### config.mk
export PLATFORM = sky130hd
export DESIGN_NAME = uart_tx_arbiter
export DESIGN_NICKNAME = d
export VERILOG_FILES = /design/src/rtl/uart_arb_pkg.sv /design/src/rtl/sync_fifo.sv /design/src/rtl/uart_tx_arbiter.sv
export SDC_FILE = /design/constraint.sdc
export NUM_CORES = 1
export LEC_CHECK = 0
export ABC_AREA = 1
export BUFFER_PORTS_ARGS = -buffer_cell sky130_fd_sc_hd__buf_2
export CORE_MARGIN = 3
export CORE_UTILIZATION = 35
export DETAILED_ROUTE_END_ITERATION = 12
export PLACE_DENSITY = 0.5
export RECOVER_POWER = 100
export SYNTH_ARGS = -nofsm -noshare
export SYNTH_HDL_FRONTEND = slang
export SYNTH_SLANG_ARGS = --single-unit
### constraint.sdc
create_clock -name sys_clk -period 2.7 [get_ports sys_clk]
set_input_delay 0.54 -clock sys_clk [delete_from_list [all_inputs] [get_ports sys_clk]]
set_output_delay 0.54 -clock sys_clk [all_outputs]
set_load 0.1 [all_outputs]
### src/rtl/uart_arb_pkg.sv
`default_nettype none
// ============================================================================
//  Module      : uart_arb_pkg
//  Description : Shared types and constants for the UART transmit arbiter:
//                arbiter state encoding, grant history encoding and the
//                saturation limit of the echo drop counter.
//  Revision    : 1.0 - initial release
// ============================================================================
package uart_arb_pkg;

  typedef enum logic [1:0] {
    ST_IDLE = 2'd0,
    ST_RPT  = 2'd1,
    ST_ECHO = 2'd2
  } arb_state_e;

  typedef enum logic {
    GRANT_RPT  = 1'b0,
    GRANT_ECHO = 1'b1
  } grant_e;

  localparam logic [7:0] DROP_CNT_MAX = 8'hFF;

endpackage
`default_nettype wire

### src/rtl/sync_fifo.sv
`default_nettype none
// ============================================================================
//  Module      : sync_fifo
//  Description : Single-clock first-word-fall-through FIFO. rd_data always
//                shows the head entry; rd_en pops it. Writes while full are
//                ignored unless a pop happens in the same cycle.
//  Revision    : 1.0 - initial release
// ============================================================================
module sync_fifo #(
  parameter int WIDTH = 8,
  parameter int DEPTH = 16
) (
  input  logic                     clk,
  input  logic                     rst,
  input  logic                     wr_en,
  input  logic [WIDTH-1:0]         wr_data,
  input  logic                     rd_en,
  output logic [WIDTH-1:0]         rd_data,
  output logic                     full,
  output logic                     empty,
  output logic [$clog2(DEPTH):0]   level
);

  localparam int AW = $clog2(DEPTH);

  logic [WIDTH-1:0] mem_q [DEPTH];
  logic [AW-1:0]    wr_ptr_q, wr_ptr_d;
  logic [AW-1:0]    rd_ptr_q, rd_ptr_d;
  logic [AW:0]      level_q, level_d;
  logic             w_wr, w_rd;

  assign full    = (level_q == (AW+1)'(DEPTH));
  assign empty   = (level_q == '0);
  assign level   = level_q;
  assign rd_data = mem_q[rd_ptr_q];

  // Qualify requests so the pointers can never over- or under-run.
  assign w_rd = rd_en && !empty;
  assign w_wr = wr_en && (!full || w_rd);

  // Pointer and occupancy next-state; pointers wrap naturally at DEPTH.
  always_comb begin
    wr_ptr_d = w_wr ? wr_ptr_q + 1'b1 : wr_ptr_q;
    rd_ptr_d = w_rd ? rd_ptr_q + 1'b1 : rd_ptr_q;
    level_d  = level_q;
    if (w_wr && !w_rd) begin
      level_d = level_q + 1'b1;
    end else if (!w_wr && w_rd) begin
      level_d = level_q - 1'b1;
    end
  end

  // Storage array; contents need no reset since occupancy gates reads.
  always_ff @(posedge clk) begin
    if (w_wr) begin
      mem_q[wr_ptr_q] <= wr_data;
    end
  end

  // Pointer and occupancy registers.
  always_ff @(posedge clk) begin
    if (rst) begin
      wr_ptr_q <= '0;
      rd_ptr_q <= '0;
      level_q  <= '0;
    end else begin
      wr_ptr_q <= wr_ptr_d;
      rd_ptr_q <= rd_ptr_d;
      level_q  <= level_d;
    end
  end

endmodule
`default_nettype wire

### src/rtl/uart_tx_arbiter.sv
`default_nettype none
// ============================================================================
//  Module      : uart_tx_arbiter
//  Description : Shares one UART transmitter between whole report frames and
//                bursts of echoed receive bytes. Echo bytes are buffered in a
//                FIFO; overflow drops are flagged and counted.
//  Revision    : 1.0 - initial release
// ============================================================================
module uart_tx_arbiter
  import uart_arb_pkg::*;
#(
  parameter int FIFO_DEPTH = 16,
  parameter int ECHO_BURST = 8
) (
  input  logic                          sys_clk,
  input  logic                          sys_rst,
  input  logic [7:0]                    rpt_data,
  input  logic                          rpt_valid,
  input  logic                          rpt_last,
  output logic                          rpt_ready,
  input  logic [7:0]                    echo_data,
  input  logic                          echo_valid,
  output logic [7:0]                    tx_data,
  output logic                          tx_data_valid,
  input  logic                          tx_data_ready,
  output logic                          busy,
  output logic [$clog2(FIFO_DEPTH):0]   echo_level,
  output logic                          echo_drop,
  output logic [7:0]                    drop_cnt
);

  localparam int LW = $clog2(FIFO_DEPTH) + 1;
  localparam int BW = $clog2(ECHO_BURST + 1);

  arb_state_e     state_q, state_d;
  grant_e         last_grant_q, last_grant_d;
  logic [BW-1:0]  burst_q, burst_d;
  logic [7:0]     tx_data_q, tx_data_d;
  logic           tx_valid_q, tx_valid_d;
  logic [7:0]     drop_cnt_q, drop_cnt_d;

  logic [7:0]     w_fifo_rd_data;
  logic           w_fifo_full, w_fifo_empty;
  logic [LW-1:0]  w_fifo_level;
  logic           w_out_free, w_rpt_accept, w_pop, w_wr_accept, w_drop;
  logic           w_burst_done, w_fifo_drains;

  assign w_out_free    = !tx_valid_q || tx_data_ready;
  assign w_rpt_accept  = (state_q == ST_RPT) && rpt_valid && w_out_free;
  assign w_pop         = (state_q == ST_ECHO) && w_out_free && !w_fifo_empty;
  assign w_wr_accept   = echo_valid && (!w_fifo_full || w_pop);
  assign w_drop        = echo_valid && !w_wr_accept;
  assign w_burst_done  = (burst_q == BW'(ECHO_BURST - 1));
  assign w_fifo_drains = (w_fifo_level == LW'(1)) && !w_wr_accept;

  assign rpt_ready     = (state_q == ST_RPT) && w_out_free && !sys_rst;
  assign echo_drop     = w_drop && !sys_rst;
  assign tx_data       = tx_data_q;
  assign tx_data_valid = tx_valid_q;
  assign busy          = (state_q != ST_IDLE) || tx_valid_q;
  assign echo_level    = w_fifo_level;
  assign drop_cnt      = drop_cnt_q;

  sync_fifo #(
    .WIDTH (8),
    .DEPTH (FIFO_DEPTH)
  ) u_echo_fifo (
    .clk     (sys_clk),
    .rst     (sys_rst),
    .wr_en   (w_wr_accept && !sys_rst),
    .wr_data (echo_data),
    .rd_en   (w_pop),
    .rd_data (w_fifo_rd_data),
    .full    (w_fifo_full),
    .empty   (w_fifo_empty),
    .level   (w_fifo_level)
  );

  // Grant FSM: whole frames for reports, bounded bursts for echo traffic.
  always_comb begin
    state_d      = state_q;
    last_grant_d = last_grant_q;
    burst_d      = burst_q;
    case (state_q)
      ST_IDLE: begin
        burst_d = '0;
        if (rpt_valid && !w_fifo_empty) begin
          state_d = (last_grant_q == GRANT_ECHO) ? ST_RPT : ST_ECHO;
        end else if (rpt_valid) begin
          state_d = ST_RPT;
        end else if (!w_fifo_empty) begin
          state_d = ST_ECHO;
        end
      end
      ST_RPT: begin
        if (w_rpt_accept && rpt_last) begin
          state_d      = ST_IDLE;
          last_grant_d = GRANT_RPT;
        end
      end
      ST_ECHO: begin
        if (w_pop) begin
          burst_d = burst_q + 1'b1;
          if (w_burst_done || w_fifo_drains) begin
            state_d      = ST_IDLE;
            last_grant_d = GRANT_ECHO;
          end
        end else if (w_fifo_empty) begin
          state_d      = ST_IDLE;
          last_grant_d = GRANT_ECHO;
        end
      end
      default: state_d = ST_IDLE;
    endcase
  end

  // Single output register: load a granted byte, else clear on transfer.
  always_comb begin
    tx_data_d  = tx_data_q;
    tx_valid_d = tx_valid_q;
    if (w_rpt_accept) begin
      tx_data_d  = rpt_data;
      tx_valid_d = 1'b1;
    end else if (w_pop) begin
      tx_data_d  = w_fifo_rd_data;
      tx_valid_d = 1'b1;
    end else if (tx_data_ready) begin
      tx_valid_d = 1'b0;
    end
  end

  // Saturating count of discarded echo bytes.
  always_comb begin
    drop_cnt_d = drop_cnt_q;
    if (w_drop && (drop_cnt_q != DROP_CNT_MAX)) begin
      drop_cnt_d = drop_cnt_q + 1'b1;
    end
  end

  // State and output registers.
  always_ff @(posedge sys_clk) begin
    if (sys_rst) begin
      state_q      <= ST_IDLE;
      last_grant_q <= GRANT_ECHO;
      burst_q      <= '0;
      tx_data_q    <= '0;
      tx_valid_q   <= 1'b0;
      drop_cnt_q   <= '0;
    end else begin
      state_q      <= state_d;
      last_grant_q <= last_grant_d;
      burst_q      <= burst_d;
      tx_data_q    <= tx_data_d;
      tx_valid_q   <= tx_valid_d;
      drop_cnt_q   <= drop_cnt_d;
    end
  end

endmodule
`default_nettype wire

==> summary.txt <==
PD cells -> 901 mW/mm^2
Multi-input gate area -> 0.00233 mm^2
GR Util All Layers -> 0.160
# hold bufs at CTS -> 0
minimum clock period -> 2.43 ns
Initial Util -> 0.361
hpwl dp -> 12000 um
nets@finish -> 937
Cells after Synth -> 841
H-tree depth -> 4
static leakage -> 3.70 nW
commonest cells in the netlist -> nand2_1 (257), inv_1 (136), edfxtp_1 (128), nand3_1 (106), dfxtp_1 (41)
Chip Width -> 154 um
fin crit share -> 0.899
Worst R2R Setup Slack -> 0.29 ns
most numerous cell in the Yosys netlist -> nand2_1
Setup crit end kind -> primary output
setup ws final -> 0.272 ns
Post-CTS Resized -> 0
post-synthesis sequential area ratio -> 0.605
Post-CTS Setup Inserts -> 0
Yosys top cell area share -> 0.499
Worst-Margin Slew -> 1.20 ns
register bit count reported by yosys -> 169
Detailed Route WL -> 18300 um
Antenna Nets Post-Route -> 0
clk slew on worst S/H paths -> 0.07 ns
vias in the first global route -> 5392
Max Fclk -> 412 MHz
Mapped Nets -> 875
endpoints failing hold -> 0
Synth Area per Inst -> 9.17 um^2
Synth async-reset ratio -> 0
Worst EP arrival -> 1.89 ns
RSZ-0062 raised after global routing -> false
crit-path max FO -> 6
cell area after synthesis -> 0.00771 mm^2
number of flops mapped to enable cells by yosys -> 128
detailed-route wire length per cell -> 15.4 um
Worst Clk Skew -> 0.0127 ns
CTS buffer count -> 17
largest net degree at the start of global routing -> 35
GP Congestion -> 0.772
share of cells above drive strength 1 -> 0.0939
peak supply drop -> 0.445 mV
Via density -> 4.63
# DRC -> 0
class of the worst hold path -> in -> reg
total power -> 7.94 mW
antenna violations before repair -> 0
status -> complete, no violations
Fillers -> 2183
relative slew slack -> 0.207
Max Cap Viol -> 0
die area -> 0.0238 mm^2
DIE HEIGHT -> 154 um
Yosys warning count -> 0
cell taking the most area after synthesis -> edfxtp_1
CP startpoint -> u_echo_fifo.level[1]
CP startpoint kind -> flip-flop
# diodes -> 0
I/O pin total -> 47
Slew Limit Fails -> 0
setup TNS -> 0 ns
storage element area -> 0.00467 mm^2
clock latency on the worst-skew pair -> 0.43 ns
Area growth syn-to-layout -> 14.3%
aggregate global routing overflow -> 0
clock tree sinks -> 169
Port Buffers -> 46
CTS tree -> built
Synth area leaders -> edfxtp_1 (50%), nand2_1 (13%), dfxtp_1 (11%)
CORE AREA -> 0.0214 mm^2
Worst Path Required -> 2.16 ns
WS Path Type -> reg -> out
library cells used by synthesis -> 34
Starting DRT DRC Count -> 316
maximum root-to-sink buffer count -> 2
via count -> 5518
min-delay src -> rpt_last
first-pass GRT wire length -> 29700 um
Reg2Reg Launch Point -> u_echo_fifo.level[1]
row count -> 53
dpl ws -> 0.247 ns
Final setup viols -> 0
Most used DFF post-synth -> edfxtp_1
Root Driver -> clkbuf_16
First-pass DRT Iterations -> 5
-- where the power goes --
group          switching, mW  leakage [nW]  internal [mW]
sequential             0.129          1.49           2.94
clock                   1.16         0.283           1.24
combinational           1.88          1.93          0.590
-- cell usage in the layout, fill, tap and decap left out, drive strengths merged --
master	count
a21oi	28
a31oi	2
a211oi	1
xor2	1
o21ai	12
dfxtp	41
o22ai	1
buf	24
o31ai	1
inv	152
ha	12
nand4	5
nor2	45
o211ai	1
or2	2
clkbuf	66
nor3	10
o21a	1
nand3	109
xnor2	4
nand2	264
clkinv	2
edfxtp	128
clkinvlp	4
-- path summary, 6_finish.rpt --
kind	end	cells after the start
setup reg to reg	u_echo_fifo.level[3]	13
hold reg to reg	last_grant_q	2
setup / recovery	echo_drop	7
hold / removal	last_grant_q	4
-- worst max-delay path, cell delays in order (launching register included) --
cell and delay (ns):
dfxtp_1 0.33, inv_1 0.15, ha_2 0.24, nand2_1 0.09
nor2_4 0.12, nand2_4 0.07, nor3_2 0.11, clkbuf_4 0.35
-- cells by family (layout without fill, tap and decap cells) --
kind of cell	Yosys count	in the layout	share of synthesized area
adder cells (fa/ha/maj)	12	12	0.0195
buffers and inverters	173	248	0.0923
AND/OR/NAND/NOR	435	435	0.245
flip-flops	169	169	0.605
XOR/XNOR	5	5	0.00568
AO/OA/AOI/OAI	47	47	0.0323
-- final cells by class --
cell class / instances / share of cell area
inverters: 143 / 0.0612
clock inverters: 15 / 0.0173
well taps: 275 / 0.0390
clock buffers: 17 / 0.0483
repair buffers: 73 / 0.0398
multi-input cells: 499 / 0.265
flip-flops and latches: 169 / 0.530
-- layer usage --
layer	up-vias	wire length [um]	share of wire	global-route usage
met1	2586	8810	0.48	0.223
met5	-	0	0	0
met2	97	8590	0.47	0.255
li1	2818	-	-	-
met4	0	287	0.016	0.0492
met3	17	612	0.033	0.0302
-- registers in the layout, indices dropped and copies added, names as in the netlist, named ones only --
signal	cells
burst_q	4
drop_cnt	8
last_grant_q	1
state_q	2
tx_data	8
tx_data_valid	1
u_echo_fifo.level	5
u_echo_fifo.mem_q	128
u_echo_fifo.rd_ptr_q	4
u_echo_fifo.wr_ptr_q	4
-- stage by stage --
| stage | area [um^2] | hold WS [ns] | instances | utilization |
|---|---|---|---|---|
| finish | 8810 | 0.411 | 1191 | 0.413 |
| global route | 8810 | 0.418 | 1191 | 0.413 |
| CTS | 8940 | 0.395 | 1191 | 0.418 |
| detailed placement | 8360 | 0.464 | 1159 | 0.391 |
| global placement | 8360 | 0.462 | 1159 | 0.391 |
| floorplan | 7740 | 0.440 | 841 | - |
No activity file was read; power rests on OpenSTA's default activity.
